<file path="src/rtl/regfile_writeback_unit.sv">
// Register-file write-side master: merges single-cycle ALU results and buffered load responses
// into one registered write port, squashes stale loads and forwards in-flight writes to decode.
module regfile_writeback_unit #(
  parameter int DATA_W = 32,
  parameter int ADDR_W = 5,
  parameter int DEPTH  = 4
) (
  input  logic                       clk,
  input  logic                       rst_n,
  input  logic                       aluValid,
  input  logic [ADDR_W-1:0]          aluAddress,
  input  logic [DATA_W-1:0]          aluData,
  input  logic                       memValid,
  output logic                       memReady,
  input  logic [ADDR_W-1:0]          memAddress,
  input  logic [DATA_W-1:0]          memData,
  output logic                       writeEnable,
  output logic [ADDR_W-1:0]          writeAddress,
  output logic [DATA_W-1:0]          writeData,
  input  logic [ADDR_W-1:0]          fwdAddress1,
  input  logic [ADDR_W-1:0]          fwdAddress2,
  output logic                       fwdHit1,
  output logic                       fwdHit2,
  output logic [DATA_W-1:0]          fwdData1,
  output logic [DATA_W-1:0]          fwdData2,
  output logic [$clog2(DEPTH+1)-1:0] pendingCount
);
  localparam int PW = $clog2(DEPTH);
  localparam int CW = $clog2(DEPTH+1);

  // Handshake: a load transfers on a rising edge where memValid && memReady; memReady
  // depends only on occupancy, so a pop in the same cycle never frees a slot early.

  logic [ADDR_W-1:0] fifo_addr_q [DEPTH];
  logic [ADDR_W-1:0] fifo_addr_d [DEPTH];
  logic [DATA_W-1:0] fifo_data_q [DEPTH];
  logic [DATA_W-1:0] fifo_data_d [DEPTH];
  logic [DEPTH-1:0]  fifo_vld_q, fifo_vld_d;
  logic [PW-1:0]     wr_ptr_q, wr_ptr_d, rd_ptr_q, rd_ptr_d;
  logic [CW-1:0]     count_q, count_d;
  logic              we_q, we_d;
  logic [ADDR_W-1:0] waddr_q, waddr_d;
  logic [DATA_W-1:0] wdata_q, wdata_d;

  logic alu_wr, full, push, pop;

  assign alu_wr = aluValid && (aluAddress != '0);
  assign full   = (count_q == CW'(DEPTH));
  assign push   = memValid && !full;
  assign pop    = !alu_wr && (count_q != '0);

  assign memReady     = !full;
  assign writeEnable  = we_q;
  assign writeAddress = waddr_q;
  assign writeData    = wdata_q;
  assign pendingCount = count_q;

  always_comb begin
    fifo_addr_d = fifo_addr_q;
    fifo_data_d = fifo_data_q;
    fifo_vld_d  = fifo_vld_q;
    wr_ptr_d    = wr_ptr_q;
    rd_ptr_d    = rd_ptr_q;
    count_d     = count_q;
    we_d        = 1'b0;
    waddr_d     = waddr_q;
    wdata_d     = wdata_q;

    // The ALU result is newer than anything queued for the same register.
    for (int i = 0; i < DEPTH; i++) begin
      if (alu_wr && (fifo_addr_q[i] == aluAddress)) fifo_vld_d[i] = 1'b0;
    end

    if (pop) begin
      fifo_vld_d[rd_ptr_q] = 1'b0;
      rd_ptr_d             = rd_ptr_q + PW'(1);
    end

    if (push) begin
      fifo_addr_d[wr_ptr_q] = memAddress;
      fifo_data_d[wr_ptr_q] = memData;
      fifo_vld_d[wr_ptr_q]  = (memAddress != '0) && !(alu_wr && (memAddress == aluAddress));
      wr_ptr_d              = wr_ptr_q + PW'(1);
    end

    case ({push, pop})
      2'b10:   count_d = count_q + CW'(1);
      2'b01:   count_d = count_q - CW'(1);
      default: count_d = count_q;
    endcase

    if (alu_wr) begin
      we_d    = 1'b1;
      waddr_d = aluAddress;
      wdata_d = aluData;
    end else if (pop) begin
      we_d    = fifo_vld_q[rd_ptr_q];
      waddr_d = fifo_addr_q[rd_ptr_q];
      wdata_d = fifo_data_q[rd_ptr_q];
    end
  end

  // Forwarding walks entries oldest to youngest so the youngest match overrides.
  always_comb begin
    logic [PW-1:0] idx;
    idx      = '0;
    fwdHit1  = 1'b0;
    fwdData1 = '0;
    fwdHit2  = 1'b0;
    fwdData2 = '0;
    for (int k = 0; k < DEPTH; k++) begin
      idx = rd_ptr_q + PW'(k);
      if ((CW'(k) < count_q) && fifo_vld_q[idx]) begin
        if ((fwdAddress1 != '0) && (fifo_addr_q[idx] == fwdAddress1)) begin
          fwdHit1  = 1'b1;
          fwdData1 = fifo_data_q[idx];
        end
        if ((fwdAddress2 != '0) && (fifo_addr_q[idx] == fwdAddress2)) begin
          fwdHit2  = 1'b1;
          fwdData2 = fifo_data_q[idx];
        end
      end
    end
    if (!fwdHit1 && (fwdAddress1 != '0) && we_q && (waddr_q == fwdAddress1)) begin
      fwdHit1  = 1'b1;
      fwdData1 = wdata_q;
    end
    if (!fwdHit2 && (fwdAddress2 != '0) && we_q && (waddr_q == fwdAddress2)) begin
      fwdHit2  = 1'b1;
      fwdData2 = wdata_q;
    end
  end

  always_ff @(posedge clk or negedge rst_n) begin
    if (!rst_n) begin
      for (int i = 0; i < DEPTH; i++) begin
        fifo_addr_q[i] <= '0;
        fifo_data_q[i] <= '0;
      end
      fifo_vld_q <= '0;
      wr_ptr_q   <= '0;
      rd_ptr_q   <= '0;
      count_q    <= '0;
      we_q       <= 1'b0;
      waddr_q    <= '0;
      wdata_q    <= '0;
    end else begin
      fifo_addr_q <= fifo_addr_d;
      fifo_data_q <= fifo_data_d;
      fifo_vld_q  <= fifo_vld_d;
      wr_ptr_q    <= wr_ptr_d;
      rd_ptr_q    <= rd_ptr_d;
      count_q     <= count_d;
      we_q        <= we_d;
      waddr_q     <= waddr_d;
      wdata_q     <= wdata_d;
    end
  end
endmodule

</file>
<file path="config.mk">
export PLATFORM = sky130hd
export DESIGN_NAME = regfile_writeback_unit
export DESIGN_NICKNAME = d
export VERILOG_FILES = /design/src/rtl/regfile_writeback_unit.sv
export SDC_FILE = /design/constraint.sdc
export NUM_CORES = 1
export LEC_CHECK = 0
export ABC_AREA = 1
export CORE_MARGIN = 1.5
export CORE_UTILIZATION = 25
export DETAILED_ROUTE_END_ITERATION = 8
export HOLD_SLACK_MARGIN = 0.15
export PLACE_DENSITY = 0.46
export SLEW_MARGIN = 20
export SYNTH_ARGS = -nofsm -noshare
export SYNTH_HDL_FRONTEND = slang
export SYNTH_SLANG_ARGS = --single-unit
</file>
<file path="constraint.sdc">
create_clock -name clk -period 6.8 [get_ports clk]
set_input_delay 1.36 -clock clk [delete_from_list [all_inputs] [get_ports clk]]
set_output_delay 1.36 -clock clk [all_outputs]
set_load 0.1 [all_outputs]
</file>
==> reports/metrics.csv <==
stage;metric;value;unit
cts;cts_num_sinks;197;
global_routing;grt_overflow;0;
detailed_routing;drc_errors;0;
sta;fmaxAchievable;159;MHz
cts;clk_pin_slew;100;ps
sta;max-slew-margin-rel;0.225;
sta;min_period;6310;ps
synthesis;synth_area;0.0154;mm²
sta;worst-slew-pin-transition;1150;ps
global_routing;number_of_antenna_violations_at_the_first_check_in_global_routing;2;
global_routing;grt_pass1_vias;14810;
cells_and_area;seqCellArea;0.00493;mm²
cells_and_area;layout-area-overhead-vs-synth;24.6;%
critical_path;cp_capture_type;primary output;
synthesis;synth_seq_area_share;0.321;
cells_and_area;final_layout_size_suffix_gt1_frac;0.0699;
synthesis;synth_nets;2611;
sta;tns;0;ps
global_routing;grt_max_degree;204;
critical_path;worstPathRequired;5440;ps
placed_design;port_buffers;195;
cells_and_area;num_antenna_cells;0;
detailed_routing;antenna_nets_post_route;0;
synthesis;ys_seq_elements;197;
cts;clock_insertion_delay_worst_skew;510;ps
die;floorplan.die.width;251;µm
critical_path;cp-start-kind;flip-flop;
cells_and_area;finalInstanceArea;0.0192;mm²
cts;hold_buffers;0;
synthesis;synthesis.area_per_instance;6.13;µm²
critical_path;reg2reg_from;rd_ptr_q[0]$_DFFE_PN0P_;
cells_and_area;numnets_final;2691;
cts;clockBufferDepth;2;
sta;rsz_0062_raised_after_global_routing;no;
run;drv_cap;0;
sta;period_share;0.928;
critical_path;critical_path.reg2reg.endpoint;writeData[15]$_DFFE_PN0P_;
critical_path;critical-path-max-stage-delay;940;ps
placed_design;finalWeightedCongestion;0.908;
die;vertical_die_dimension;251;µm
die;core;0.0606;mm²
synthesis;post_synth_inst_count;2510;
die;io_pins;196;
sta;hold_viol;0;
worst_hold_path;holdPathEnd;fifo_data_q[29]$_DFFE_PN0P_;
cells_and_area;mostFrequentLayoutCells;805 x sky130_fd_sc_hd__nand2_1, 406 x sky130_fd_sc_hd__o21ai_0, 259 x sky130_fd_sc_hd__nor2_1, 196 x sky130_fd_sc_hd__dfrtp_1, 193 x sky130_fd_sc_hd__inv_1;
critical_path;worst-path-max-fanout;82;
global_routing;grt_pass1_wl;101;mm
detailed_routing;detail_route.iter0.violations;2125;
critical_path;worst-r2r-setup-slack;3630;ps
cells_and_area;final.fill_count;6634;
detailed_routing;post_drt_wl_per_cell;20.1;µm
placed_design;post-dp-hpwl;50.6;mm
worst_hold_path;min-delay-start;fifo_data_q[29]$_DFFE_PN0P_;
placed_design;detailed_place.area;0.0185;mm²
critical_path;crit_chain;inv_2 -> ha_2 -> inv_2 -> nand3_1 -> nand2_1 -> nand2_1 -> nand2_1 -> nor2_1 -> nand3_2 -> nand2_1 -> nor2_4 -> nand2_4 -> inv_2 -> nand2_1 -> nand3_1 -> buf_12;
sta;final-setup-viol-count;0;
worst_hold_path;worst_hold_class;reg -> reg;
critical_path;timing_worst_setup_path_type;reg -> out;
cts;cts-htree-levels;4;
synthesis;number_of_warnings_printed_during_yosys_synthesis;0;
die;die_area;0.0630;mm²
outcome;outcome;finished, final reports clean;
detailed_routing;finalWirelength;68.0;mm
die;floorplan.initialDensity;0.254;
detailed_routing;drt_pass1_iterations;7;
cells_and_area;multiInputGateArea;0.00893;mm²
sta;clock-skew-final;17.7;ps
die;num_rows;90;
critical_path;critical_path.n_buffers_inverters;4;
detailed_routing;dr_total_vias;16902;
detailed_routing;via_per_inst;4.99;
critical_path;cp_data_arrival_time;4950;ps
critical_path;cpMaxStageDelayCell;sky130_fd_sc_hd__dfrtp_4;
cts;master_cell_of_the_clock_root_buffer;sky130_fd_sc_hd__clkbuf_16;
critical_path;timing.critical_path.max_delay_family;simple AND/OR/NAND/NOR gates;
critical_path;cpMostUsedCell;sky130_fd_sc_hd__nand2_1;
synthesis;synthDistinctLibCells;35;
sta;report.final.slew_viol_count;0;
cts;cts_setup_buffers;0;
critical_path;worst-r2r-cell-count;6;
worst_hold_path;min_path_cells;2;
cts;cts_inserted_buffers;17;
cells_and_area;layout_commonest_cell;sky130_fd_sc_hd__nand2_1;
cts;cts_tree;built;
global_routing;grt_use_total;0.215;
cts;cts.repair.resized;0;
-- worst reg2reg max path: cells and delay by family (launching register included) --
family	cells	cell delay [ps]
AO/OA/AOI/OAI	3	1200
flip-flops	1	940
buffers and inverters	2	600
AND/OR/NAND/NOR	1	250
-- layer usage --
metal,wire [µm],track usage,up-vias,part of all wire
li1,-,-,8248,-
met1,35900,0.350,7909,0.53
met2,26000,0.283,706,0.38
met3,5450,0.0426,35,0.080
met4,623,0.0380,4,0.0092
met5,27,0,-,0.00040
-- cell type report --
cell class                      instances  area share
Timing Repair Buffer                  231       0.153
Clock inverter                         15      0.0110
Multi-Input combinational cell       1942       0.466
Sequential cell                       197       0.257
Tap cell                              782      0.0511
Inverter                              201      0.0394
Clock buffer                           17      0.0222
-- synthesized netlist by cell type --
library cell / number / share of area
sky130_fd_sc_hd__o21ai_1: 31 / 0.010
sky130_fd_sc_hd__o41ai_1: 1 / 0.00057
sky130_fd_sc_hd__or2_0: 1 / 0.00041
sky130_fd_sc_hd__dfrtp_1: 197 / 0.32
sky130_fd_sc_hd__ha_1: 13 / 0.011
sky130_fd_sc_hd__nor2_2: 2 / 0.00081
sky130_fd_sc_hd__nor2_1: 259 / 0.063
sky130_fd_sc_hd__nand2_1: 809 / 0.20
sky130_fd_sc_hd__xor2_1: 19 / 0.011
sky130_fd_sc_hd__o21ai_0: 406 / 0.13
sky130_fd_sc_hd__buf_1: 24 / 0.0059
sky130_fd_sc_hd__nor4_4: 1 / 0.0014
sky130_fd_sc_hd__o2111ai_1: 2 / 0.0011
sky130_fd_sc_hd__nand3_1: 120 / 0.039
sky130_fd_sc_hd__nand4_1: 10 / 0.0041
sky130_fd_sc_hd__buf_4: 5 / 0.0024
sky130_fd_sc_hd__nand2_4: 2 / 0.0015
sky130_fd_sc_hd__nor2_4: 2 / 0.0015
sky130_fd_sc_hd__inv_2: 7 / 0.0017
sky130_fd_sc_hd__xnor2_1: 15 / 0.0085
sky130_fd_sc_hd__a21oi_1: 149 / 0.048
sky130_fd_sc_hd__nand2_2: 1 / 0.00041
sky130_fd_sc_hd__nor4_2: 1 / 0.00081
sky130_fd_sc_hd__buf_2: 52 / 0.017
sky130_fd_sc_hd__nand3_2: 4 / 0.0026
sky130_fd_sc_hd__inv_1: 193 / 0.047
sky130_fd_sc_hd__o21a_1: 16 / 0.0078
sky130_fd_sc_hd__or2_2: 20 / 0.0081
sky130_fd_sc_hd__buf_6: 10 / 0.0073
sky130_fd_sc_hd__clkbuf_1: 79 / 0.019
sky130_fd_sc_hd__nor3_1: 6 / 0.0020
sky130_fd_sc_hd__o211ai_1: 39 / 0.019
sky130_fd_sc_hd__nand3b_1: 11 / 0.0054
sky130_fd_sc_hd__o22ai_1: 2 / 0.00081
sky130_fd_sc_hd__clkinv_1: 1 / 0.00024
-- cell families after synthesis --
group,after synthesis,share of synthesized area
DFF,197,0.321
xor gates and xnor gates,34,0.0194
buffers and inverters,371,0.101
and+or+nand+nor,1249,0.329
AOI/OAI and AO/OA,646,0.220
adders and majority gates,13,0.0106
-- metrics by stage --
step | setup slack [ps] | util | hold slack (ps) | cells
floorplan | 1170 | - | 453 | 2510
global placement | 882 | 0.305 | 469 | 3352
detailed placement | 862 | 0.305 | 474 | 3352
CTS | 496 | 0.316 | 494 | 3384
global route | 248 | 0.316 | 511 | 3385
finish | 492 | 0.316 | 489 | 3385
-- how the worst max path moves through the flow --
stage | end | slack [ps] | from | depth (start not counted)
after floorplan | fwdData2[14] | 1170 | rd_ptr_q[1]$_DFFE_PN0P_ | 19
after global placement | fwdData1[2] | 880 | fwdAddress1[3] | 13
after detailed placement | fwdData2[29] | 860 | fwdAddress2[0] | 13
after CTS | fwdData2[29] | 500 | rd_ptr_q[0]$_DFFE_PN0P_ | 16
after global routing | fwdData2[28] | 250 | rd_ptr_q[0]$_DFFE_PN0P_ | 16
final | fwdData2[28] | 490 | rd_ptr_q[0]$_DFFE_PN0P_ | 16
-- flip-flops by register name, summed over array words and instances (netlist names) --
register      cells
fifo_vld_q        4
pendingCount      3
writeEnable       1
fifo_addr_q      20
rd_ptr_q          2
writeAddress      5
writeData        32
wr_ptr_q          2
fifo_data_q     128
Power is not shown: default switching activity piles up to over one toggle a cycle in this logic, so the estimate is an artifact.
